**src/rtl/ahblite_gpio_gen.sv**
```systemverilog
// AHB-Lite GPIO controller: parametrised pin count and input synchroniser,
// per-pin level/edge interrupts with sticky status, DOUT set/clear aliases.
module ahblite_gpio_gen #(
  parameter int unsigned WIDTH       = 16,
  parameter int unsigned SYNC_STAGES = 2
) (
  input  logic             HCLK,
  input  logic             HRESETn,
  input  logic             HSEL,
  input  logic [5:2]       HADDR,
  input  logic             HREADY,
  input  logic             HWRITE,
  input  logic [1:0]       HTRANS,
  input  logic [2:0]       HSIZE,
  input  logic [31:0]      HWDATA,
  output logic [31:0]      HRDATA,
  output logic             HREADYOUT,
  output logic [1:0]       HRESP,
  output logic [WIDTH-1:0] IRQ,
  output logic             IRQ_ANY,
  input  logic [WIDTH-1:0] GPIODIN,
  output logic [WIDTH-1:0] GPIODOUT,
  output logic [WIDTH-1:0] GPIOPU,
  output logic [WIDTH-1:0] GPIOPD,
  output logic [WIDTH-1:0] GPIODIR
);

  localparam int unsigned CNT_W = 3;
  localparam logic [CNT_W-1:0] WARM = CNT_W'(SYNC_STAGES + 1);

  localparam logic [3:0] A_DIN   = 4'd0;
  localparam logic [3:0] A_DOUT  = 4'd1;
  localparam logic [3:0] A_PU    = 4'd2;
  localparam logic [3:0] A_PD    = 4'd3;
  localparam logic [3:0] A_DIR   = 4'd4;
  localparam logic [3:0] A_IM    = 4'd5;
  localparam logic [3:0] A_IEDGE = 4'd6;
  localparam logic [3:0] A_IPOL  = 4'd7;
  localparam logic [3:0] A_IBOTH = 4'd8;
  localparam logic [3:0] A_RIS   = 4'd9;
  localparam logic [3:0] A_MIS   = 4'd10;
  localparam logic [3:0] A_ICR   = 4'd11;
  localparam logic [3:0] A_SET   = 4'd12;
  localparam logic [3:0] A_CLR   = 4'd13;

  logic             sel_c;
  logic             sel_q;
  logic             write_q;
  logic [3:0]       addr_q;
  logic [2:0]       size_q;
  logic             wr_en;
  logic [WIDTH-1:0] wdata;

  logic [WIDTH-1:0] sync_q [SYNC_STAGES];
  logic [WIDTH-1:0] din;
  logic [WIDTH-1:0] prev_q;
  logic [CNT_W-1:0] warm_q;
  logic             warm_done;

  logic [WIDTH-1:0] dout_q, pu_q, pd_q, dir_q, im_q, iedge_q, ipol_q, iboth_q, ris_q;
  logic [WIDTH-1:0] rise, fall, edge_ev, icr_clr, ris_nxt, mis;
  logic             unused_bits;

  assign sel_c     = HSEL & HREADY & HTRANS[1];
  assign wr_en     = sel_q & write_q;
  assign wdata     = HWDATA[WIDTH-1:0];
  assign din       = sync_q[SYNC_STAGES-1];
  assign warm_done = (warm_q == WARM);
  assign unused_bits = ^{size_q, HTRANS[0], HWDATA};

  // Address phase capture; controls hold their value between transfers
  always_ff @(posedge HCLK) begin
    if (!HRESETn) begin
      sel_q   <= 1'b0;
      write_q <= 1'b0;
      addr_q  <= '0;
      size_q  <= '0;
    end else begin
      sel_q <= sel_c;
      if (sel_c) begin
        write_q <= HWRITE;
        addr_q  <= HADDR;
        size_q  <= HSIZE;
      end
    end
  end

  // Input synchroniser, edge history and post-reset warm-up counter
  always_ff @(posedge HCLK) begin
    if (!HRESETn) begin
      for (int unsigned i = 0; i < SYNC_STAGES; i++) sync_q[i] <= '0;
      prev_q <= '0;
      warm_q <= '0;
    end else begin
      sync_q[0] <= GPIODIN;
      for (int unsigned i = 1; i < SYNC_STAGES; i++) sync_q[i] <= sync_q[i-1];
      prev_q <= din;
      if (!warm_done) warm_q <= warm_q + CNT_W'(1);
    end
  end

  // Edge bits are sticky until ICR; a same-cycle event beats the clear
  always_comb begin
    rise    = din & ~prev_q;
    fall    = ~din & prev_q;
    edge_ev = '0;
    icr_clr = '0;
    if (warm_done)
      edge_ev = iedge_q & ((iboth_q & (rise | fall)) |
                           (~iboth_q & ((ipol_q & rise) | (~ipol_q & fall))));
    if (wr_en && (addr_q == A_ICR)) icr_clr = wdata;
    ris_nxt = (iedge_q & (edge_ev | (ris_q & ~icr_clr))) | (~iedge_q & ~(din ^ ipol_q));
  end

  always_ff @(posedge HCLK) begin
    if (!HRESETn) begin
      dout_q  <= '0;
      pu_q    <= '0;
      pd_q    <= '0;
      dir_q   <= '0;
      im_q    <= '0;
      iedge_q <= '0;
      ipol_q  <= '0;
      iboth_q <= '0;
      ris_q   <= '0;
    end else begin
      ris_q <= ris_nxt;
      if (wr_en) begin
        case (addr_q)
          A_DOUT:  dout_q  <= wdata;
          A_PU:    pu_q    <= wdata;
          A_PD:    pd_q    <= wdata;
          A_DIR:   dir_q   <= wdata;
          A_IM:    im_q    <= wdata;
          A_IEDGE: iedge_q <= wdata;
          A_IPOL:  ipol_q  <= wdata;
          A_IBOTH: iboth_q <= wdata;
          A_SET:   dout_q  <= dout_q | wdata;
          A_CLR:   dout_q  <= dout_q & ~wdata;
          default: ;
        endcase
      end
    end
  end

  // Data-phase read mux driven from the captured address
  always_comb begin
    HRDATA = 32'hDEADBEEF;
    case (addr_q)
      A_DIN:   HRDATA = 32'(din);
      A_DOUT:  HRDATA = 32'(dout_q);
      A_PU:    HRDATA = 32'(pu_q);
      A_PD:    HRDATA = 32'(pd_q);
      A_DIR:   HRDATA = 32'(dir_q);
      A_IM:    HRDATA = 32'(im_q);
      A_IEDGE: HRDATA = 32'(iedge_q);
      A_IPOL:  HRDATA = 32'(ipol_q);
      A_IBOTH: HRDATA = 32'(iboth_q);
      A_RIS:   HRDATA = 32'(ris_q);
      A_MIS:   HRDATA = 32'(mis);
      A_ICR, A_SET, A_CLR: HRDATA = 32'h0;
      default: ;
    endcase
  end

  assign mis       = ris_q & im_q;
  assign IRQ       = mis & ~dir_q;
  assign IRQ_ANY   = |IRQ;
  assign HREADYOUT = 1'b1;
  assign HRESP     = 2'b00;
  assign GPIODOUT  = dout_q;
  assign GPIOPU    = pu_q;
  assign GPIOPD    = pd_q;
  assign GPIODIR   = dir_q;

endmodule

```
**config.mk**
```make
export PLATFORM = sky130hd
export DESIGN_NAME = ahblite_gpio_gen
export DESIGN_NICKNAME = d
export VERILOG_FILES = /design/src/rtl/ahblite_gpio_gen.sv
export SDC_FILE = /design/constraint.sdc
export NUM_CORES = 1
export LEC_CHECK = 0
export BUFFER_PORTS_ARGS = -buffer_cell sky130_fd_sc_hd__buf_2
export CAP_MARGIN = 5
export CORE_MARGIN = 2
export CORE_UTILIZATION = 56
export CTS_BUF_LIST = sky130_fd_sc_hd__clkbuf_8 sky130_fd_sc_hd__clkbuf_16
export CTS_CLUSTER_SIZE = 14
export DETAILED_ROUTE_END_ITERATION = 8
export PLACE_DENSITY_LB_ADDON = 0.15
export SLEW_MARGIN = 10
export SYNTH_ARGS = -nofsm -noshare
export SYNTH_HDL_FRONTEND = slang
export SYNTH_SLANG_ARGS = --single-unit
```
**constraint.sdc**
```tcl
create_clock -name HCLK -period 2.7 [get_ports HCLK]
set_input_delay 0.405 -clock HCLK [delete_from_list [all_inputs] [get_ports HCLK]]
set_output_delay 0.405 -clock HCLK [all_outputs]
set_load 0.01 [all_outputs]
```
==> impl_metrics.toml, run 1 <==
[timing]
setup_viol = 1
fmax_mhz = 368.6
final-max-slew-violation-count = 0
slew_headroom_pct = 45.32
finalHoldViolCount = 0
layout_min_cycle_time_ns = 2.713
setup_slack_ns = -0.01269
finalClockSkew_ns = 0.01807
tightestPinTransition_ns = 0.8201
fin_tns_setup_ns = -0.01269
rsz0062_at_grt = "true"
fin_crit_sh_pct = 100.5

[cts]
cts.sinks = 201
clkLatencyLatePin_ns = 0.51
cts_root_buf = "clkbuf_16"
clk_pin_slew_worst_paths_ns = 0.06
htree_levels = 1
cts_tree = "done"
cts_max_path_buffers = 3
numCtsBuffers = 22

[worst_setup_path]
reg2reg_slack_ns = 0.49
path_class = "flop to output pin"
r2r_start = "addr_q[2]"
crit_slowest_cell = "dfxtp_4"
cp.required_ns = 2.30
path_cells = "buf_12, clkinv_1, buf_4, nand2_1, o22ai_1, or3_1, buf_2"
cp-start-kind = "flop"
r2r_cells = 6
worstPathArrival_ns = 2.31
worstSetupEndpointType = "output pin"
r2r-end = "GPIOPU[3]"
worstPathMaxFanout = 22
cp_slowest_stage_delay_ns = 0.41

[placed_design]
dp_slack_ns = 0.2778
numPortBuffers = 149
dp_hpwl_mm = 24.47
gp_congestion = 0.9828

[synthesis]
syn-mean-instance-area_um2 = 8.112
synth_cell_type_count = 64
synth_edf_count = 0
syn-cell-area_um2 = 9913
ys_warn_count = 0
synthCells = 1222
async_flop_share_pct = 0
synth-main-ff-cell = "dfxtp_1"
ys_ff_latch = 201
synth-seq-area-share_pct = 40.59

[detailed_routing]
postRouteAntennaNets = 0
via_per_inst = 6.165
drcViolationCount = 0
vias = 9803
routed_wl_mm = 35.11
wl_per_cell_um = 22.08
firstDrtPassIters = 5
drt-initial-drc-count = 929

[outcome]
violations = "negative setup slack"
status = "finished with violations"

[worst_hold_path]
min_to = "sync_q[0][15]"
holdPathStages = 2
min_from = "GPIODIN[15]"
worstHoldPathType = "input pin to flop"

[flow_run]
max_cap_violations = 0

[power]
p_per_area_nw_per_um2 = 549.3
power.static_leakage_nw = 4.897
vdd_drop_max_mv = 0.5542

[floorplan]
dieArea_um2 = 18780
io_pins = 178
rows = 48
start_util_pct = 57.31
die_w_um = 137.1
die_h_um = 137.1
core_um2 = 17300

[global_route]
track_usage_pct = 36.49
grt_pass1_wl_mm = 51.87
antenna_found_initial = 0
grt_max_degree = 81
grt_pass1_vias = 9003
grt.overflow.total = 0

[layout]
fin_nets = 1448
synthToLayoutAreaGrowth_pct = 20.31
top_register = "sync_q"
layout_common_cells = "273 x nand2_1, 195 x dfxtp_1, 148 x buf_2"
diodes = 0
final_common_cell = "nand2_1"
drive_gt1_share_pct = 23.08
n_fill_cell = 1481
largest_reg_flops = 32
[through the flow]
step / util, % / hold WS, ns / std cells / cell area [um2] / power [mW]
4_1_cts: 68.14 / 0.09125 / 1587 / 11790 / 6.553
3_5_place_dp: 63.00 / 0.4203 / 1546 / 10900 / 3.595
2_1_floorplan: - / 0.4119 / 1228 / 9936 / 3.406
5_1_grt: 68.95 / 0.1013 / 1590 / 11930 / 6.719
3_3_place_gp: 63.00 / 0.4127 / 1546 / 10900 / 3.584
6_report: 68.95 / 0.1012 / 1590 / 11930 / 6.551
[where the power goes]
group | internal, mW | switching (mW)
sequential | 3.02 | 0.0580
clock | 1.77 | 1.21
combinational | 0.182 | 0.314
total | 4.97 | 1.58
[area by class of cell]
| cell class | instances | area [um2] | share of cell area (%) |
|---|---|---|---|
| clock inverter | 9 | 71.32 | 0.5980 |
| clock buffer | 28 | 644.4 | 5.403 |
| sequential | 201 | 4041 | 33.89 |
| timing repair buffer | 214 | 1373 | 11.51 |
| inverter | 42 | 160.2 | 1.343 |
| tap | 225 | 281.5 | 2.360 |
| multi-input combinational | 871 | 5355 | 44.90 |
[timing repair]
action / CTS / global route
resized for setup: 31 / 25
endpoints found under the setup margin: 14 / 13
cloned: 1 / 0
hold buffers: 0 / 0
setup buffers: 3 / 4
pin swaps: 2 / 5
[metal layers]
layer	vias to the layer above	wire, um	global-route usage (%)
li1	4484	-	-
met4	0	1644	15.23
met2	573	16350	60.48
met1	4642	13960	47.20
met3	104	3149	5.815
met5	-	0	0
[worst max path at each step]
stage          slack (ns)          to  startpoint  cells past startpoint
2_1_floorplan        0.43   HRDATA[5]   addr_q[1]                      7
3_3_place_gp         0.27   HRDATA[2]   addr_q[1]                      6
3_5_place_dp         0.28  HRDATA[14]   addr_q[0]                      6
4_1_cts             0.003   HRDATA[6]   addr_q[0]                      8
5_1_grt             -0.08  HRDATA[12]   addr_q[0]                      7
6_report            -0.01  HRDATA[12]   addr_q[0]                      7
[cell usage after synthesis (6+ instances only)]
library cell | count | share of area [%]
nand2_1 | 273 | 10
dfxtp_1 | 201 | 41
a21oi_1 | 141 | 7.1
clkbuf_1 | 66 | 2.5
inv_1 | 41 | 1.6
nor2_1 | 41 | 1.6
and2_1 | 35 | 2.2
ha_1 | 34 | 4.3
nand3_1 | 32 | 1.6
o21ai_0 | 32 | 1.6
buf_2 | 24 | 1.2
a22oi_1 | 22 | 1.7
mux2_2 | 22 | 2.5
a21o_1 | 20 | 1.5
o2111ai_1 | 20 | 1.8
buf_4 | 19 | 1.4
a32o_1 | 17 | 1.7
xor2_1 | 17 | 1.5
mux2i_1 | 15 | 1.5
nor2b_1 | 11 | 0.69
o21ai_1 | 10 | 0.50
and3b_1 | 9 | 0.80
o22ai_1 | 9 | 0.57
a221oi_1 | 7 | 0.62
a22o_1 | 7 | 0.62
a32oi_1 | 7 | 0.62
a31oi_1 | 6 | 0.38
and3_1 | 6 | 0.38
nor3_1 | 6 | 0.30
[critical path, delay by kind of cell, from the launching register on]
kind | cells | cell delay, ns
flip-flops | 1 | 0.41
AND/OR/NAND/NOR | 2 | 0.56
AO/OA/AOI/OAI | 1 | 0.09
buffers and inverters | 4 | 0.74
[logic make-up after synthesis]
family / after synthesis / share of synthesized area (%)
buf+inv: 156 / 7.093
xor+xnor: 17 / 1.502
mux: 39 / 4.468
flops: 201 / 40.59
simple gates: 448 / 20.64
compound gates: 325 / 21.34
other cells: 2 / 0.07576
fa+ha+maj: 34 / 4.291
Power figures use the tool's default switching activity.
==> run 2: changes to the inputs <==
- CORE_MARGIN: 2 -> default
==> impl_metrics.toml, run 2 (synthesis results as in run 1) <==
[layout]
largest_reg_flops = 32
diodes = 0
fin_nets = 1444
final_common_cell = "nand2_1"
fin_cells = 1583
synthToLayoutAreaGrowth_pct = 19.55
drive_gt1_share_pct = 22.83
layout_common_cells = "273 x nand2_1, 196 x dfxtp_1, 148 x buf_2"
top_register = "sync_q"
n_fill_cell = 1441

[floorplan]
start_util_pct = 57.31
die_h_um = 135.1
dieArea_um2 = 18240
die_w_um = 135.1
core_um2 = 17300
rows = 48
io_pins = 178

[cts]
cts_tree = "done"
clkLatencyLatePin_ns = 0.51
cts_max_path_buffers = 3
cts_root_buf = "clkbuf_16"
cts.sinks = 201
clk_pin_slew_worst_paths_ns = 0.06
htree_levels = 1
numCtsBuffers = 21

[global_route]
grt_max_degree = 81
grt_pass1_vias = 9013
track_usage_pct = 38.40
grt.overflow.total = 0
antenna_found_initial = 0
grt_pass1_wl_mm = 52.83

[worst_setup_path]
r2r_cells = 6
r2r-end = "GPIODOUT[6]"
worstPathArrival_ns = 2.35
worstPathMaxFanout = 10
reg2reg_slack_ns = 0.48
worstSetupEndpointType = "output pin"
path_class = "flop to output pin"
cp.required_ns = 2.30
r2r_start = "addr_q[3]"
cp-start-kind = "flop"

[worst_hold_path]
min_to = "sync_q[0][3]"
worstHoldPathType = "input pin to flop"
min_from = "GPIODIN[3]"
holdPathStages = 2

[placed_design]
gp_congestion = 0.9720
dp_hpwl_mm = 24.61
numPortBuffers = 149
dp_cells = 1544
dp_slack_ns = 0.2160

[timing]
rsz0062_at_grt = "true"
final-max-slew-violation-count = 0
finalClockSkew_ns = 0.01126
holdWs_ns = 0.1021
fmax_mhz = 362.4
slew_headroom_pct = 44.68
tightestPinTransition_ns = 0.8278
fin_tns_setup_ns = -0.1855
fin_crit_sh_pct = 102.2
finalHoldViolCount = 0
setup_viol = 4
setup_slack_ns = -0.05972
layout_min_cycle_time_ns = 2.760

[outcome]
status = "finished with violations"
violations = "negative setup slack"

[detailed_routing]
drcViolationCount = 0
vias = 9878
wl_per_cell_um = 22.37
firstDrtPassIters = 5
postRouteAntennaNets = 0
routed_wl_mm = 35.41
drt-initial-drc-count = 927
via_per_inst = 6.240

[flow_run]
max_cap_violations = 0

[power]
p_seq_share_pct = 48.6
comb_power_share_pct = 7.8
clockPowerShare_pct = 43.6
p_per_area_nw_per_um2 = 534.9
swShare_pct = 24.72
total_power_mw = 6.340
vdd_drop_max_mv = 0.6695
switchingPower_mw = 1.567
power.internal_mw = 4.773
power.static_leakage_nw = 4.852
==> run 2: changes by cell type in the layout (fill, tap and decap cells not counted), moves of 2 or more <==
| cell | previous run | this run |
|---|---|---|
| buf_6 | 7 | 4 |
| buf_8 | 3 | 0 |
| nor2_2 | 0 | 3 |
| bufbuf_16 | 1 | 3 |
| clkbuf_16 | 23 | 21 |
| nor2_1 | 39 | 37 |
==> run 2: cell type report <==
class	count	area (um2)	area share (%)
Sequential cell	201	4040	34.09
Inverter	42	160.2	1.351
Clock buffer	27	608.1	5.131
Tap cell	225	281.5	2.375
Timing Repair Buffer	211	1366	11.53
Clock inverter	6	33.78	0.2850
Multi-Input combinational cell	871	5361	45.24
==> run 2: worst max-delay path by stage <==
| stage | from | endpoint | slack [ns] | cells after the start |
|---|---|---|---|---|
| after CTS | addr_q[2] | HRDATA[5] | -0.004 | 5 |
| after global placement | addr_q[1] | HRDATA[9] | 0.20 | 7 |
| after floorplan | addr_q[1] | HRDATA[5] | 0.43 | 7 |
| final | addr_q[1] | HRDATA[7] | -0.06 | 7 |
| after detailed placement | addr_q[1] | HRDATA[9] | 0.22 | 7 |
| after global routing | addr_q[1] | HRDATA[5] | -0.07 | 6 |
==> run 2: power by group through the flow <==
stage	clock [mW]	combinational [mW]	sequential (mW)
3_3_place_gp	0	0.439	3.14
5_1_grt	2.89	0.527	3.08
3_5_place_dp	0	0.449	3.15
2_1_floorplan	0	0.289	3.12
4_1_cts	2.76	0.479	3.08
6_report	2.76	0.497	3.08
==> run 2: what timing repair did <==
action                     CTS  global route
gates resized for setup     24            21
gates cloned                 3             0
buffers inserted             3             0
setup endpoints to repair   15            13
pin swaps                    3             4
hold buffers                 0             0
==> run 2: per-layer routing <==
layer | track usage [%] | part of all wire, % | up-vias
li1 | - | - | 4467
met3 | 6.794 | 9.4 | 115
met4 | 18.48 | 4.5 | 0
met5 | 0 | 0 | -
met1 | 48.78 | 39 | 4726
met2 | 62.97 | 47 | 570
==> run 2: per-stage QoR <==
step           area (um2)  util [%]
3_5_place_dp        10910     63.06
6_report            11850     68.52
2_1_floorplan        9936         -
4_1_cts             11760     67.97
5_1_grt             11850     68.52
3_3_place_gp        10910     63.06
==> run 2: critical path, cell delays in order (launching register included) <==
cell,delay (ns)
dfxtp_4,0.39
buf_4,0.22
nor2b_4,0.28
buf_4,0.26
a21oi_1,0.09
o22a_1,0.22
o2111ai_1,0.18
buf_2,0.20
==> run 3: changes to the inputs <==
- PLACE_DENSITY: default -> 0.86
- PLACE_DENSITY_LB_ADDON: 0.15 -> default
==> impl_metrics.toml, run 3 (synthesis results as in run 1) <==
[timing]
final-max-slew-violation-count = 0
setup_slack_ns = -0.003904
holdWs_ns = 0.1023
fmax_mhz = 369.8
layout_min_cycle_time_ns = 2.704
finalHoldViolCount = 0
tightestPinTransition_ns = 0.8371
rsz0062_at_grt = "true"
fin_crit_sh_pct = 100.1
finalClockSkew_ns = 0.02221
fin_tns_setup_ns = -0.003904
slew_headroom_pct = 44.06
setup_viol = 1

[power]
p_per_area_nw_per_um2 = 550.4
power.internal_mw = 5.105
clockPowerShare_pct = 46.2
swShare_pct = 23.11
total_power_mw = 6.640
power.static_leakage_nw = 5.022
comb_power_share_pct = 7.5
switchingPower_mw = 1.535
p_seq_share_pct = 46.3
vdd_drop_max_mv = 0.6171

[floorplan]
dieArea_um2 = 18240
die_h_um = 135.1
rows = 48
io_pins = 178
start_util_pct = 57.31
die_w_um = 135.1
core_um2 = 17300

[global_route]
grt_max_degree = 81
grt_pass1_wl_mm = 51.62
grt_pass1_vias = 9360
antenna_found_initial = 0
grt.overflow.total = 0
track_usage_pct = 36.98

[flow_run]
max_cap_violations = 0

[worst_setup_path]
path_buf_inv = 1
worstSetupEndpointType = "output pin"
cp_slowest_stage_delay_ns = 0.43
worstPathArrival_ns = 2.30
worstPathMaxFanout = 4
path_cells = "and3b_1, nor4_1, nand4bb_1, nand3b_1, buf_2"
cp.required_ns = 2.30
cp-start-kind = "flop"
cp_top_family = "simple AND/OR/NAND/NOR gates"
path_class = "flop to output pin"
crit_slowest_cell = "dfxtp_1"

[detailed_routing]
via_per_inst = 6.347
firstDrtPassIters = 5
wl_per_cell_um = 21.56
postRouteAntennaNets = 0
drt-initial-drc-count = 1397
drcViolationCount = 0
vias = 10237
routed_wl_mm = 34.78

[layout]
diodes = 0
final_core_util_pct = 69.75
layout_common_cells = "273 x nand2_1, 197 x dfxtp_1, 149 x buf_2"
n_fill_cell = 1405
largest_reg_flops = 32
fin_area_um2 = 12060
top_register = "sync_q"
fin_nets = 1471
synthToLayoutAreaGrowth_pct = 21.70
fin_cells = 1613
final_common_cell = "nand2_1"
drive_gt1_share_pct = 24.42

[placed_design]
place_area_um2 = 10950
numPortBuffers = 149
gp_congestion = 0.9993
dp_cells = 1553
dp_slack_ns = 0.1126
dp_hpwl_mm = 23.93

[worst_hold_path]
worstHoldPathType = "input pin to flop"

[cts]
cts_root_buf = "clkbuf_16"
clk_pin_slew_worst_paths_ns = 0.06
cts_max_path_buffers = 3
numCtsBuffers = 21
htree_levels = 1
ctsHoldBuffers = 0
cts_tree = "done"
cts.sinks = 201
clkLatencyLatePin_ns = 0.51

[outcome]
status = "finished with violations"
violations = "negative setup slack"
-- run 3: timing repair --
| item | in CTS | in global routing |
|---|---|---|
| pin swaps | 0 | 7 |
| setup endpoints to repair | 27 | 15 |
| resized for setup | 18 | 37 |
| buffers inserted | 6 | 17 |
| cloned | 0 | 1 |
-- run 3: power by group through the flow --
stage	Combinational, mW	Clock, mW	Sequential [mW]
after floorplan	0.289	0	3.12
after global placement	0.430	0	3.14
after detailed placement	0.441	0	3.14
after CTS	0.453	3.08	3.08
after global routing	0.525	3.21	3.08
final	0.497	3.07	3.08
-- run 3: layout make-up --
cell class	instances	area (um2)	share of cell area (%)
multi-input combinational	871	5348	44.33
sequential	201	4039	33.48
timing repair buffer	238	1503	12.46
clock buffer	25	580.6	4.812
tap	225	281.5	2.334
inverter	42	165.2	1.369
clock inverter	11	147.6	1.224
-- run 3: worst register-to-register path, stage by stage, from the launching register on --
cell,delay [ns]
dfxtp_4,0.38
buf_4,0.15
buf_8,0.15
inv_1,0.18
buf_4,0.19
nand3_1,0.50
o21ai_0,0.43
a32o_1,0.22
-- run 3: metal layers --
layer | share of wire (%) | global-route usage [%]
met5 | 0 | 0
met4 | 5.7 | 17.85
met3 | 12 | 6.869
met2 | 46 | 60.82
met1 | 37 | 46.63
-- run 3: path summary, 6_finish.rpt --
check	from	end	depth (start not counted)	slack, ns
worst min register to register	sync_q[0][6]	sync_q[0][22]	1	0.43
worst max register to register	addr_q[1]	GPIODOUT[4]	7	0.44
worst min-delay path	GPIODIN[5]	sync_q[0][5]	2	0.10
worst max-delay path	GPIODIR[7]	IRQ_ANY	5	-0.004
